==> config.mk <==
export PLATFORM = sky130hd
export DESIGN_NAME = multicycle_control
export DESIGN_NICKNAME = d
export VERILOG_FILES = /design/src/rtl/rv_ctrl_pkg.sv /design/src/rtl/multicycle_control_mem_wait_timer.sv /design/src/rtl/multicycle_control.sv
export SDC_FILE = /design/constraint.sdc
export NUM_CORES = 1
export LEC_CHECK = 0
export CORE_MARGIN = 3
export CORE_UTILIZATION = 40
export DETAILED_ROUTE_END_ITERATION = 10
export PLACE_DENSITY = 0.66
export RECOVER_POWER = 50
export SLEW_MARGIN = 20
export SYNTH_ARGS = -nofsm -noshare
export SYNTH_HDL_FRONTEND = slang
export SYNTH_HIERARCHICAL = 1
export SYNTH_SLANG_ARGS = --single-unit
==> constraint.sdc <==
create_clock -name clk -period 3.75 [get_ports clk]
set_input_delay 0.75 -clock clk [delete_from_list [all_inputs] [get_ports clk]]
set_output_delay 0.75 -clock clk [all_outputs]
set_load 0.1 [all_outputs]
==> src/rtl/rv_ctrl_pkg.sv <==
// Shared encodings for the multi-cycle RV32 control path: states, opcodes,
// ALUOp and ALU operand selects, plus the per-state Moore control word.
package rv_ctrl_pkg;

  typedef enum logic [3:0] {
    S_FETCH    = 4'd0,
    S_DECODE   = 4'd1,
    S_MEM_ADDR = 4'd2,
    S_MEM_RD   = 4'd3,
    S_MEM_WB   = 4'd4,
    S_MEM_WR   = 4'd5,
    S_EXEC_R   = 4'd6,
    S_EXEC_I   = 4'd7,
    S_ALU_WB   = 4'd8,
    S_BRANCH   = 4'd9,
    S_HALT     = 4'd15
  } state_t;

  localparam logic [6:0] OP_R      = 7'b0110011;
  localparam logic [6:0] OP_I      = 7'b0010011;
  localparam logic [6:0] OP_LOAD   = 7'b0000011;
  localparam logic [6:0] OP_STORE  = 7'b0100011;
  localparam logic [6:0] OP_BRANCH = 7'b1100011;

  localparam logic [1:0] ALUOP_ADD   = 2'b00;
  localparam logic [1:0] ALUOP_SUB   = 2'b01;
  localparam logic [1:0] ALUOP_FUNCT = 2'b10;

  localparam logic [1:0] SRCA_PC  = 2'b00;
  localparam logic [1:0] SRCA_RS1 = 2'b01;

  localparam logic [1:0] SRCB_RS2  = 2'b00;
  localparam logic [1:0] SRCB_FOUR = 2'b01;
  localparam logic [1:0] SRCB_IMM  = 2'b10;

  typedef struct packed {
    logic       mem_read;
    logic       mem_write;
    logic       iord;
    logic       reg_write;
    logic       mem_to_reg;
    logic       pc_source;
    logic [1:0] alu_src_a;
    logic [1:0] alu_src_b;
    logic [1:0] alu_op;
  } ctrl_t;

  // Moore control word for a state; anything not set stays 0.
  function automatic ctrl_t ctrl_decode(input state_t s);
    ctrl_t c;
    c = '0;
    case (s)
      S_FETCH: begin
        c.mem_read  = 1'b1;
        c.alu_src_a = SRCA_PC;
        c.alu_src_b = SRCB_FOUR;
        c.alu_op    = ALUOP_ADD;
      end
      S_DECODE: begin
        c.alu_src_a = SRCA_PC;
        c.alu_src_b = SRCB_IMM;
        c.alu_op    = ALUOP_ADD;
      end
      S_MEM_ADDR: begin
        c.alu_src_a = SRCA_RS1;
        c.alu_src_b = SRCB_IMM;
        c.alu_op    = ALUOP_ADD;
      end
      S_MEM_RD: begin
        c.mem_read = 1'b1;
        c.iord     = 1'b1;
      end
      S_MEM_WB: begin
        c.reg_write  = 1'b1;
        c.mem_to_reg = 1'b1;
      end
      S_MEM_WR: begin
        c.mem_write = 1'b1;
        c.iord      = 1'b1;
      end
      S_EXEC_R: begin
        c.alu_src_a = SRCA_RS1;
        c.alu_src_b = SRCB_RS2;
        c.alu_op    = ALUOP_FUNCT;
      end
      S_EXEC_I: begin
        c.alu_src_a = SRCA_RS1;
        c.alu_src_b = SRCB_IMM;
        c.alu_op    = ALUOP_FUNCT;
      end
      S_ALU_WB: c.reg_write = 1'b1;
      S_BRANCH: begin
        c.alu_src_a = SRCA_RS1;
        c.alu_src_b = SRCB_RS2;
        c.alu_op    = ALUOP_SUB;
        c.pc_source = 1'b1;
      end
      default: c = '0;
    endcase
    return c;
  endfunction

  function automatic logic is_mem_state(input state_t s);
    return (s == S_FETCH) || (s == S_MEM_RD) || (s == S_MEM_WR);
  endfunction

endpackage

==> src/rtl/multicycle_control_mem_wait_timer.sv <==
// Counts consecutive memory-wait cycles and flags a timeout once the count
// has reached MEM_TIMEOUT and memory is still not ready.
module mem_wait_timer #(
  parameter int MEM_TIMEOUT = 16,
  parameter int CNT_W       = 5
) (
  input  logic clk,
  input  logic reset,
  input  logic i_wait,
  input  logic i_clear,
  output logic o_timeout
);

  localparam logic [CNT_W-1:0] LIMIT  = CNT_W'(MEM_TIMEOUT);
  localparam logic [CNT_W-1:0] MAXCNT = '1;

  logic [CNT_W-1:0] r_cnt;

  // Saturating so a disabled timeout never wraps the count.
  always_ff @(posedge clk) begin
    if (reset || i_clear || !i_wait) begin
      r_cnt <= '0;
    end else if (r_cnt != MAXCNT) begin
      r_cnt <= r_cnt + CNT_W'(1);
    end
  end

  assign o_timeout = (MEM_TIMEOUT != 0) && i_wait && (r_cnt == LIMIT);

endmodule

==> src/rtl/multicycle_control.sv <==
// Main control FSM of the multi-cycle RV32 datapath: fetch/decode/execute/
// memory/writeback sequencing with memory handshake stalls and halt on error.
module multicycle_control
  import rv_ctrl_pkg::*;
#(
  parameter int MEM_TIMEOUT = 16,
  parameter int CNT_W       = 5
) (
  input  logic       clk,
  input  logic       reset,
  input  logic [6:0] opcode,
  input  logic       zero,
  input  logic       mem_ready,
  output logic       pc_write,
  output logic       pc_source,
  output logic       ir_write,
  output logic       iord,
  output logic       mem_read,
  output logic       mem_write,
  output logic       reg_write,
  output logic       mem_to_reg,
  output logic [1:0] alu_src_a,
  output logic [1:0] alu_src_b,
  output logic [1:0] alu_op,
  output logic       illegal,
  output logic       bus_err,
  output logic [3:0] state_o
);

  state_t r_state;
  state_t w_next;
  ctrl_t  r_ctrl;
  logic   r_illegal;
  logic   r_bus_err;
  logic   w_wait;
  logic   w_state_chg;
  logic   w_timeout;
  logic   w_bad_op;
  logic   w_run;

  assign w_wait      = is_mem_state(r_state) && !mem_ready;
  assign w_state_chg = (w_next != r_state);

  mem_wait_timer #(
    .MEM_TIMEOUT(MEM_TIMEOUT),
    .CNT_W      (CNT_W)
  ) u_wait_timer (
    .clk      (clk),
    .reset    (reset),
    .i_wait   (w_wait),
    .i_clear  (w_state_chg),
    .o_timeout(w_timeout)
  );

  // mem_ready wins over a timeout that lands in the same cycle.
  always_comb begin
    w_next   = r_state;
    w_bad_op = 1'b0;
    case (r_state)
      S_FETCH:    if (mem_ready) w_next = S_DECODE; else if (w_timeout) w_next = S_HALT;
      S_DECODE: begin
        case (opcode)
          OP_R:              w_next = S_EXEC_R;
          OP_I:              w_next = S_EXEC_I;
          OP_LOAD, OP_STORE: w_next = S_MEM_ADDR;
          OP_BRANCH:         w_next = S_BRANCH;
          default: begin
            w_next   = S_HALT;
            w_bad_op = 1'b1;
          end
        endcase
      end
      S_MEM_ADDR: w_next = (opcode == OP_LOAD) ? S_MEM_RD : S_MEM_WR;
      S_MEM_RD:   if (mem_ready) w_next = S_MEM_WB; else if (w_timeout) w_next = S_HALT;
      S_MEM_WB:   w_next = S_FETCH;
      S_MEM_WR:   if (mem_ready) w_next = S_FETCH; else if (w_timeout) w_next = S_HALT;
      S_EXEC_R:   w_next = S_ALU_WB;
      S_EXEC_I:   w_next = S_ALU_WB;
      S_ALU_WB:   w_next = S_FETCH;
      S_BRANCH:   w_next = S_FETCH;
      S_HALT:     w_next = S_HALT;
      default:    w_next = S_HALT;
    endcase
  end

  // Control word is registered alongside the state it belongs to.
  always_ff @(posedge clk) begin
    if (reset) begin
      r_state   <= S_FETCH;
      r_ctrl    <= ctrl_decode(S_FETCH);
      r_illegal <= 1'b0;
      r_bus_err <= 1'b0;
    end else begin
      r_state <= w_next;
      r_ctrl  <= ctrl_decode(w_next);
      if (w_bad_op)  r_illegal <= 1'b1;
      if (w_timeout) r_bus_err <= 1'b1;
    end
  end

  // Strobes are held off while reset is asserted so an interrupted write never lands.
  assign w_run = !reset;

  assign pc_write   = w_run && (((r_state == S_FETCH) && mem_ready) || ((r_state == S_BRANCH) && zero));
  assign ir_write   = w_run && (r_state == S_FETCH) && mem_ready;
  assign mem_read   = w_run && r_ctrl.mem_read;
  assign mem_write  = w_run && r_ctrl.mem_write;
  assign reg_write  = w_run && r_ctrl.reg_write;
  assign pc_source  = r_ctrl.pc_source;
  assign iord       = r_ctrl.iord;
  assign mem_to_reg = r_ctrl.mem_to_reg;
  assign alu_src_a  = r_ctrl.alu_src_a;
  assign alu_src_b  = r_ctrl.alu_src_b;
  assign alu_op     = r_ctrl.alu_op;
  assign illegal    = r_illegal;
  assign bus_err    = r_bus_err;
  assign state_o    = r_state;

endmodule

==> summary.md, run 1 <==
| Metric | Value |
|---|---|
| Number of enable flip-flop cells after synthesis | 0 |
| Average vias per placed instance | approximately 5.3 |
| Post-CTS Setup Repair Bufs | 0 |
| Clock tree from TritonCTS | yes |
| Slack of the worst reg-to-reg path | 0.65 ns |
| Mapped Nets | about 190 |
| Hold Path Class | register to register |
| Skew final | 0.0116 ns |
| Crit share post-route | 84.3% |
| Global-route usage over all layers | 16.1% |
| H-tree depth | 1 |
| Global-route met2 utilization | 27.2% |
| Total grt overflow | 0 |
| Count of nets after finishing | 210 |
| Yosys synthesis warning count | 6 |
| CP Data Arrival Time | approximately 3.4 ns |
| Clock-pin slew reported for the worst setup and hold paths after clock tree synthesis | 0.13 ns |
| Residual DRC | 0 |
| Final core utilization | 53.5% |
| Final weighted congestion of routability-driven global placement | between 0.8 and 0.9 |
| Layer with the highest usage after global routing | met2 |
| Finished Cell Area | about 0.0017 sq mm |
| Path depth of the worst reg2reg path | 14 |
| Number of routed nets with antenna violations | 0 |
| Area enclosed by the die boundary | 0.00430 sq mm |
| Number of clock sinks seen by CTS | 22 |
| Reg2Reg Launch Point | state_o[1]$_SDFF_PP0_ |
| Violation count after the first detailed-route iteration | 67 |
| Clock buffers created by TritonCTS | 3 |
| Initial standard-cell utilization of the core | 44.3% |
| Number of global-route vias before repair | between 1000 and 1500 |
| Slew at the pin closest to its max-slew limit | roughly 1.2 ns |
| Worst flop-to-flop path endpoint | u_wait_timer/r_cnt[3]$_SDFFE_PP0P_ |
| Horizontal extent of the die | 65.6 microns |
| Routed WL per cell | 13.7 microns |
| Hold-fix buffer count after cts | 0 |
| Area share of the leading cell type in the synthesized netlist | 31.0% |
| Share of post-route cells with drive strength above 1 | 13.3% |
| Length of the first detailed-routing pass in iterations | 4 |
| Insertion delay to the later sink of the worst-skew pair | 0.31 ns |
| Number of top-level pins | 31 |
| Wire length of the first global-routing pass | 5.46 mm |
| Final setup violating endpoints | 0 |
| Data required time of the worst path | 3.99 ns |
| PostCTS Resize Cnt | 0 |
| Critical Path Source Type | input port |
| Type of destination of the critical path | register |
| Async S/R FF share, synth | 0% |
| Fraction of the yosys area taken by sequential cells | between 30% and 40% |
| Die height | ~66 microns |
| Global-route met3 utilization | 2.74% |
| Via total after detailed routing | between 1000 and 1500 |
| Number of antenna violations at the first check in global routing | 0 |
| Clk Tree Root Cell | clkbuf_4 |
| Area added between synthesis and finish | 20.7% |
| Maximum clock frequency | 316 MHz |
| Largest fanout on the critical path | 5 |
| Placement Cell Area | 0.00169 sq mm |
| Number of buffers added on ports | 29 |
| Mapped Avg Cell Area | slightly above 8 sq um |
| Max-slew headroom | 22.0% |
| Max-cap viol count | 0 |
| Global-route track usage on met1 | 20.8% |
| Synth Flop Type | dfxtp_1 |
| Most common cell in the synthesized netlist | nor2_1 |
| Area of the core region | 0.00320 sq mm |
| Count of final max-slew check failures | 0 |
| Longest Clk Path Bufs | 2 |
| Total wire length | 3.28 mm |
| Flop and latch count out of synthesis | 22 |
| RSZ-0062 raised after global routing | no |
| Yosys cell types | 51 |
| Top post-synthesis cells by area | dfxtp_1, nor2_1, buf_4 |
| Library cell with the largest summed area after synthesis | dfxtp_1 |
| Termination of the worst setup path | u_wait_timer/r_cnt[3]$_SDFFE_PP0P_ |
| Pin count of the biggest net entering global routing | 20 |
| Post-synth design cell area | 0.00142 sq mm |
| Number of cells produced by synthesis | 172 |
| CP startpoint | mem_ready |
| Critical setup path kind | input port to register |
| Number of placed instances, taps included | 235 |
| Top post-synthesis cells by count | nor2_1, dfxtp_1, buf_4, inv_1, nor3_1 |
| Post-route setup TNS | 0 ns |
| Register with the most flip-flops | u_wait_timer/r_cnt |
| Final min period | 3.16 ns |
| Status | completed |
| Final hold viol count | 0 |
| Max FFs per register | 5 |
| Final HPWL from detailed placement | 2.51 mm |
| Number of standard cells in the layout, taps in and fillers out | 239 |
| Number of rows created at floorplan | 20 |
| Number of inserted diodes | 0 |
[metrics by stage]
stage	hold slack (ns)	setup slack [ns]
after floorplan	0.485	0.137
after global placement	0.456	0.537
after detailed placement	0.475	0.402
after CTS	0.503	0.737
after global routing	0.547	0.379
final	0.489	0.588
[per-layer routing]
metal / wire length (microns) / up-vias
met5: 0 / -
met4: 19 / 0
met3: 150 / 2
met2: 1530 / 33
met1: 1570 / 592
li1: - / 639
[critical path, stage by stage]
cell and delay (ns):
clkdlybuf4s50_1 0.42, nor3_1 0.25, and4_1 0.29, nor2_1 0.08
o32ai_1 0.47, nor4_1 0.14, o211a_1 0.23, o311ai_1 0.23
nand4_1 0.13, nor2_1 0.12, nand2_1 0.13, nor2_1 0.15
[worst min-delay path by stage]
stage / start / end / slack, ns / cells past startpoint
2_1_floorplan: u_wait_timer/r_cnt[4]$_SDFFE_PP0P_ / u_wait_timer/r_cnt[4]$_SDFFE_PP0P_ / 0.49 / 2
3_3_place_gp: illegal$_SDFFE_PP0P_ / illegal$_SDFFE_PP0P_ / 0.46 / 2
3_5_place_dp: illegal$_SDFFE_PP0P_ / illegal$_SDFFE_PP0P_ / 0.48 / 2
4_1_cts: illegal$_SDFFE_PP0P_ / illegal$_SDFFE_PP0P_ / 0.50 / 2
5_1_grt: bus_err$_SDFFE_PP0P_ / bus_err$_SDFFE_PP0P_ / 0.55 / 2
6_report: illegal$_SDFFE_PP0P_ / illegal$_SDFFE_PP0P_ / 0.49 / 2
[layout by cell type, fill, tap and decap left out, types with 3 or more instances in the layout]
| cell | netlist | final |
|---|---|---|
| dfxtp_1 | 22 | 22 |
| clkbuf_4 | 0 | 3 |
| ha_1 | 3 | 3 |
| nor3_1 | 9 | 8 |
| inv_1 | 10 | 10 |
| or3_1 | 3 | 3 |
| buf_4 | 10 | 11 |
| nand3_1 | 5 | 5 |
| nand2_1 | 7 | 7 |
| nor2_1 | 26 | 26 |
| nor2b_1 | 7 | 7 |
| a21oi_1 | 7 | 7 |
| clkdlybuf4s50_1 | 0 | 9 |
| dlygate4sd3_1 | 0 | 11 |
| and3_1 | 3 | 3 |
| mux2i_1 | 3 | 3 |
| o21ai_0 | 8 | 8 |
| clkbuf_1 | 2 | 4 |
| xor2_1 | 4 | 4 |
[cell type report]
class | count | area (sq um)
Fill cell | 319 | 1490
Timing Repair Buffer | 35 | 298
Clock buffer | 3 | 22.5
Multi-Input combinational cell | 124 | 830
Clock inverter | 1 | 30.0
Tap cell | 44 | 55.1
Inverter | 10 | 37.5
Sequential cell | 22 | 440
[kinds of logic after synthesis]
family	Yosys count	synth area share (%)
xor gates and xnor gates	7	4.85
DFF	22	31.0
AOI/OAI and AO/OA	32	18.9
buffers and inverters	26	10.3
adders and majority gates	3	2.65
other	1	0.264
and+or+nand+nor	78	29.9
muxes	3	2.12
Power of run 1 is not shown: default switching activity piles up to over one toggle a cycle in this logic, so the estimate is an artifact.
==> run 2: changes to the inputs <==
PLACE_DENSITY = 0.68   (was 0.66)
clock period = 2.7 ns   (was 3.75 ns; I/O delays follow)
==> run 2 against run 1 <==
Against the previous run:
- global-route usage increased by 0.44 points
- register-to-register slack got worse by 0.56 ns
- first-iteration DRC count down 3.0%
- setup slack got worse by 0.50 ns
- largest cell class unchanged
- hold slack worse by 0.00057 ns
- cell count up 5.9%
- count of clock-buffer cells in the layout up 1
- core utilization grew 5.0 points
- via count rose by 3.8%
==> summary.md, run 2 (synthesized netlist as in run 1, its figures left out) <==
| Metric | Value |
|---|---|
| Global-route usage over all layers | 16.5% (+0.44 points) |
| Share of post-route cells with drive strength above 1 | 24.4% (+11 points) |
| FILL cells | 326 (+2.2%) |
| Clock tree from TritonCTS | yes |
| Total grt overflow | 0 (unchanged) |
| Average vias per placed instance | 5.19 (-2.0%) |
| Max-cap viol count | 0 (unchanged) |
| WP buf/inv | 0 (-1) |
| Residual DRC | 0 (unchanged) |
| Number of buffers added on ports | 29 (unchanged) |
| Final setup violating endpoints | 0 (unchanged) |
| Number of rows created at floorplan | 20 (unchanged) |
| Cells along the critical path | and2b_1, nor3_1, a21oi_1, nor3_2, and4_4, nor2_4, o32ai_4, nor4_1, o211a_1, o311ai_1, nand4_1, nor2_1, nand2_2, nor2_1 |
| Crit share post-route | 96.7% |
| Crit-path most repeated cell | nor2_1 |
| Area enclosed by the die boundary | 0.00430 sq mm (unchanged) |
| Hold EP | illegal$_SDFFE_PP0P_ |
| Final min period | approximately 2.6 ns |
| Hold WS | 0.488 ns (-0.000574 ns) |
| Longest Clk Path Bufs | 2 (unchanged) |
| Slack of the worst reg-to-reg path | 0.09 ns (-0.56 ns) |
| Area added between synthesis and finish | 32.0% |
| Die height | 65.6 microns (unchanged) |
| Maximum clock frequency | about 380 MHz |
| Area of the core region | 0.00320 sq mm (unchanged) |
| Max-slew headroom | 22.3% (+0.25 points) |
| Worst flop-to-flop path endpoint | u_wait_timer/r_cnt[1]$_SDFFE_PP0P_ |
| Data required time of the worst path | 2.95 ns (-1.04 ns) |
| Initial standard-cell utilization of the core | 44.3% (unchanged) |
| Critical setup path kind | register to register |
| Final hold viol count | 0 (unchanged) |
| Clk Tree Root Cell | clkbuf_4 |
| Via total after detailed routing | 1314 (+3.8%) |
| Hold Crit Start | illegal$_SDFFE_PP0P_ |
| Wire length of the first global-routing pass | 5.58 mm (+2.3%) |
| Hold Crit Depth | 2 (unchanged) |
| Status | completed |
| Reg2Reg Launch Point | state_o[1]$_SDFF_PP0_ |
| Commonest non-fill, non-tap cells in the layout | nor2_1, dfxtp_1, buf_4 |
| Number of global-route vias before repair | 1266 (+4.9%) |
| Path depth of the worst reg2reg path | 14 (unchanged) |
| Insertion delay to the later sink of the worst-skew pair | 0.30 ns (about the same) |
| H-tree depth | 1 (unchanged) |
| Count of final max-slew check failures | 0 (unchanged) |
| Number of antenna violations at the first check in global routing | 0 (unchanged) |
| Hold-fix buffer count after cts | 0 (unchanged) |
| Number of routed nets with antenna violations | 0 (unchanged) |
| Final HPWL from detailed placement | 2.63 mm (+4.7%) |
| Slew at the pin closest to its max-slew limit | 1.17 ns (-0.00383 ns) |
| Register with the most flip-flops | u_wait_timer/r_cnt |
| Placement Cell Area | 0.00186 sq mm (+10%) |
| Type of destination of the critical path | register |
| Library cell contributing the largest single delay on the critical path | dfxtp_4 |
| Largest fanout on the critical path | 5 (unchanged) |
| Post-Place Worst Slack | -0.303 ns (-0.704 ns) |
| Finished Cell Area | 0.00187 sq mm (+9.4%) |
| Routed WL per cell | 13.1 microns (-4.3%) |
| Clock buffers created by TritonCTS | 3 (unchanged) |
| Pin count of the biggest net entering global routing | 20 (unchanged) |
| Most frequent standard cell in the layout excluding fill and tap cells | nor2_1 |
| Total wire length | 3.32 mm (+1.3%) |
| Clock-pin slew reported for the worst setup and hold paths after clock tree synthesis | 0.12 ns (about the same) |
| Number of clock sinks seen by CTS | 22 (unchanged) |
| Violation count after the first detailed-route iteration | 65 (-3.0%) |
| Final setup slack of the worst path | 0.0896 ns (-0.498 ns) |
| Count of nets after finishing | 224 (+6.7%) |
| Skew final | 0.00292 ns (-0.00865 ns) |
| Critical Path Source Type | register |
| Horizontal extent of the die | 65.6 microns (unchanged) |
| Delay of the slowest cell on the worst path | 0.38 ns (-0.09 ns) |
| Final core utilization | 58.5% (+5.0 points) |
| Length of the first detailed-routing pass in iterations | 4 (unchanged) |
| Number of inserted diodes | 0 (unchanged) |
| Max FFs per register | 5 (unchanged) |
| Category of cells accounting for the largest share of critical-path delay | simple AND/OR/NAND/NOR gates |
| Number of top-level pins | 31 (unchanged) |
| CP Data Arrival Time | 2.86 ns (-0.54 ns) |
| Final weighted congestion of routability-driven global placement | 0.898 (+3.9%) |
| RSZ-0062 raised after global routing | yes |
| Hold Path Class | register to register |
run 2: changes by cell type in the layout (fill, tap and decap cells not counted), sizes merged:
cell           delta
buf              +13
clkbuf           +12
dlygate4sd3      -11
bufinv            -1
clkdlybuf4s50     +1
run 2: timing repair:
action	4_1_cts	5_1_grt
buffers inserted	0	1
hold endpoints to repair	0	0
resized for setup	2	7
endpoints found under the setup margin	5	9
run 2: layout make-up:
cell class	instances	area, sq um	share of cell area [%]
multi-input combinational	124	895	47.8
sequential	22	455	24.3
timing repair buffer	49	404	21.6
tap	44	55.1	2.94
inverter	10	37.5	2.00
clock buffer	4	26.3	1.40
run 2: metal layers:
| metal | routed length [microns] | share of wire, % | global-route usage (%) |
|---|---|---|---|
| met1 | 1510 | 45 | 19.9 |
| met2 | 1540 | 46 | 27.3 |
| met3 | 203 | 6.1 | 4.44 |
| met4 | 72 | 2.2 | 7.25 |
| met5 | 0 | 0 | 0 |
run 2: how the worst max path moves through the flow:
stage | start | to | slack [ns] | cells after the start
6_report | state_o[1]$_SDFF_PP0_ | u_wait_timer/r_cnt[1]$_SDFFE_PP0P_ | 0.09 | 14
5_1_grt | state_o[1]$_SDFF_PP0_ | u_wait_timer/r_cnt[1]$_SDFFE_PP0P_ | -0.1 | 14
4_1_cts | state_o[1]$_SDFF_PP0_ | u_wait_timer/r_cnt[1]$_SDFFE_PP0P_ | 0.008 | 14
3_5_place_dp | mem_ready | u_wait_timer/r_cnt[1]$_SDFFE_PP0P_ | -0.30 | 12
3_3_place_gp | mem_ready | u_wait_timer/r_cnt[0]$_SDFFE_PP0P_ | -0.19 | 12
2_1_floorplan | state_o[1]$_SDFF_PP0_ | u_wait_timer/r_cnt[0]$_SDFFE_PP0P_ | -0.04 | 14
run 2: metrics by stage:
step                      setup TNS, ns  std cells
final                                 0        253
after global routing             -0.373        253
after CTS                             0        252
after detailed placement          -1.70        248
after global placement            -1.06        248
after floorplan                  -0.224        172
run 2: worst min-delay path: stages (launching register included):
cell	delay, ns
dfxtp_1	0.35
nor2_1	0.05
nor2_1	0.07
Power of run 2 is left out for the same reason.
==> run 3: changes to the inputs <==
CELL_PAD_IN_SITES_DETAIL_PLACEMENT = 1   (was default)
CELL_PAD_IN_SITES_GLOBAL_PLACEMENT = 1   (was default)
CORE_UTILIZATION = 33   (was 40)
PLACE_DENSITY = default   (was 0.68)
PLACE_DENSITY_LB_ADDON = 0.1   (was default)
SLEW_MARGIN = 10   (was 20)
==> run 3 against run 2 <==
Against the previous run:
- clock skew decreased by 0.0020 ns
- setup slack got worse by 0.016 ns
- count of clock-buffer cells in the layout unchanged
- via count increased by 0.84%
- register-to-register slack got worse by 0.02 ns
- global-route usage increased by 0.63 points
- first-iteration DRC count decreased by 22%
- critical path type unchanged
- cell count increased by 4.7%
- design area increased by 7.8%
- hold slack improved by 0.0085 ns
- maximum frequency decreased by 0.62%
- non-clock buffer count increased by 6
==> summary.md, run 3 (synthesized netlist as in run 1, its figures left out) <==
| Metric | Value |
|---|---|
| Number of inserted diodes | 0 (unchanged) |
| Hold Path Class | register to register |
| Total wire length | 4.06 mm (+22%) |
| Total grt overflow | 0 (unchanged) |
| Depth of the critical timing path with buffers and inverters included | 14 (unchanged) |
| Register with the most flip-flops | u_wait_timer/r_cnt |
| Slew at the pin closest to its max-slew limit | 1.18 ns (+0.00642 ns) |
| Area of the core region | 0.00409 sq mm (+28%) |
| Largest fanout on the critical path | 5 (unchanged) |
| Data required time of the worst path | 2.91 ns (-0.04 ns) |
| Number of clock sinks seen by CTS | 22 (unchanged) |
| Cells along the critical path | and2b_1, nor3_2, a21oi_2, nor3_2, and4_4, nor2_4, o32ai_4, nor4_1, o211a_1, o311ai_2, nand4_1, nor2_1, nand2_2, nor2_1 |
| Longest Clk Path Bufs | 2 (unchanged) |
| Total routed wire length on the met1 layer | 1.82 mm (+21%) |
| Average vias per placed instance | 5.00 (-3.7%) |
| Max-cap viol count | 0 (unchanged) |
| Critical setup path kind | register to register |
| Area enclosed by the die boundary | 0.00512 sq mm (+19%) |
| Final HPWL from detailed placement | 3.08 mm (+17%) |
| Hold WS | 0.497 ns (+0.00848 ns) |
| Hold Crit Depth | 2 (unchanged) |
| Finished Cell Area | 0.00202 sq mm (+7.8%) |
| Insertion delay to the later sink of the worst-skew pair | 0.26 ns (-0.04 ns) |
| Horizontal extent of the die | 71.6 microns (+9.2%) |
| Top metal layer carrying routed signals | met4 |
| Violation count after the first detailed-route iteration | 51 (-22%) |
| Count of final max-slew check failures | 0 (unchanged) |
| Number of buffers added on ports | 29 (unchanged) |
| Pin count of the biggest net entering global routing | 20 (unchanged) |
| Delay of the slowest cell on the worst path | 0.37 ns (about the same) |
| Share of post-route cells with drive strength above 1 | 31.2% (+6.8 points) |
| Wire length of the first global-routing pass | 6.92 mm (+24%) |
| H-tree depth | 1 (unchanged) |
| Number of top-level pins | 31 (unchanged) |
| Clock tree from TritonCTS | yes |
| Max-slew headroom | 21.8% (-0.43 points) |
| WP buf/inv | 0 (unchanged) |
| Clock buffers created by TritonCTS | 3 (unchanged) |
| Maximum clock frequency | 381 MHz (-0.62%) |
| CP Data Arrival Time | 2.84 ns (-0.02 ns) |
| Routed WL per cell | 15.3 microns (+17%) |
| RSZ-0062 raised after global routing | yes |
| DR WL met3 | 207 microns (+2.0%) |
| Clock-pin slew reported for the worst setup and hold paths after clock tree synthesis | 0.08 ns (-0.04 ns) |
| Number of routed nets with antenna violations | 0 (unchanged) |
| Detailed-routed wire length on met2 | 2.00 mm (+30%) |
| Placement Cell Area | 0.00191 sq mm (+3.1%) |
| Post-route setup TNS | 0 ns (unchanged) |
| Final hold viol count | 0 (unchanged) |
| Final core utilization | 49.4% (-9.1 points) |
| Crit share post-route | 97.3% (+0.60 points) |
| Number of rows created at floorplan | 23 (+15%) |
| Number of global-route vias before repair | 1418 (+12%) |
| Most frequent standard cell in the layout excluding fill and tap cells | buf_4 |
| Commonest non-fill, non-tap cells in the layout | buf_4, nor2_1, dfxtp_1 |
| Area added between synthesis and finish | 42.3% |
| Die height | 71.6 microns (+9.2%) |
| Critical Path Source Type | register |
| Max FFs per register | 5 (unchanged) |
| Via total after detailed routing | 1325 (+0.84%) |
| Category of cells accounting for the largest share of critical-path delay | simple AND/OR/NAND/NOR gates |
| Path depth of the worst reg2reg path | 14 (unchanged) |
| Hold-fix buffer count after cts | 0 (unchanged) |
| Final weighted congestion of routability-driven global placement | 0.797 (-11%) |
| Final min period | 2.63 ns (+0.0163 ns) |
| Number of antenna violations at the first check in global routing | 0 (unchanged) |
| Count of nets after finishing | 230 (+2.7%) |
| Status | completed |
| Residual DRC | 0 (unchanged) |
| Initial standard-cell utilization of the core | 34.7% (-9.6 points) |
| Library cell contributing the largest single delay on the critical path | dfxtp_4 |
| Type of destination of the critical path | register |
| Skew final | 0.000944 ns (-0.00197 ns) |
| Global-route usage over all layers | 17.1% (+0.63 points) |
| Length of the first detailed-routing pass in iterations | 4 (unchanged) |
| Clk Tree Root Cell | clkbuf_8 |
| Final setup violating endpoints | 0 (unchanged) |
==> run 3: final timing paths <==
path / from / to / slack (ns)
hold / removal: illegal$_SDFFE_PP0P_ / illegal$_SDFFE_PP0P_ / 0.50
hold reg to reg: illegal$_SDFFE_PP0P_ / illegal$_SDFFE_PP0P_ / 0.50
setup / recovery: state_o[1]$_SDFF_PP0_ / u_wait_timer/r_cnt[2]$_SDFFE_PP0P_ / 0.07
setup reg to reg: state_o[1]$_SDFF_PP0_ / u_wait_timer/r_cnt[2]$_SDFFE_PP0P_ / 0.07
==> run 3: tightest hold or removal path, cell delays in order, from the launching register on <==
cell and delay, ns:
dfxtp_1 0.34, nor2_1 0.05, nor2_1 0.07
==> run 3: timing repair <==
action	4_1_cts	5_1_grt
setup endpoints to repair	5	12
buffers inserted	3	0
resized for setup	7	8
pin swaps	8	4
==> run 3: cell type report <==
type	instances	area, sq um
sequential	22	455
tap	50	62.6
timing repair buffer	55	483
fill	480	2070
inverter	10	37.5
clock buffer	4	55.1
multi-input combinational	124	926
==> run 3: per-stage QoR <==
stage | instances | setup WS [ns]
6_report | 265 | 0.0734
5_1_grt | 265 | -0.153
4_1_cts | 265 | 0.0406
3_5_place_dp | 259 | -0.313
3_3_place_gp | 259 | -0.176
2_1_floorplan | 172 | -0.0448
==> run 3: metal layers <==
layer  global-route usage, %  vias up
li1                        -      677
met5                       0        -
met3                    4.91        2
met2                    29.1       25
met1                    21.3      621
met4                    4.38        0
Power of run 3 is left out for the same reason.
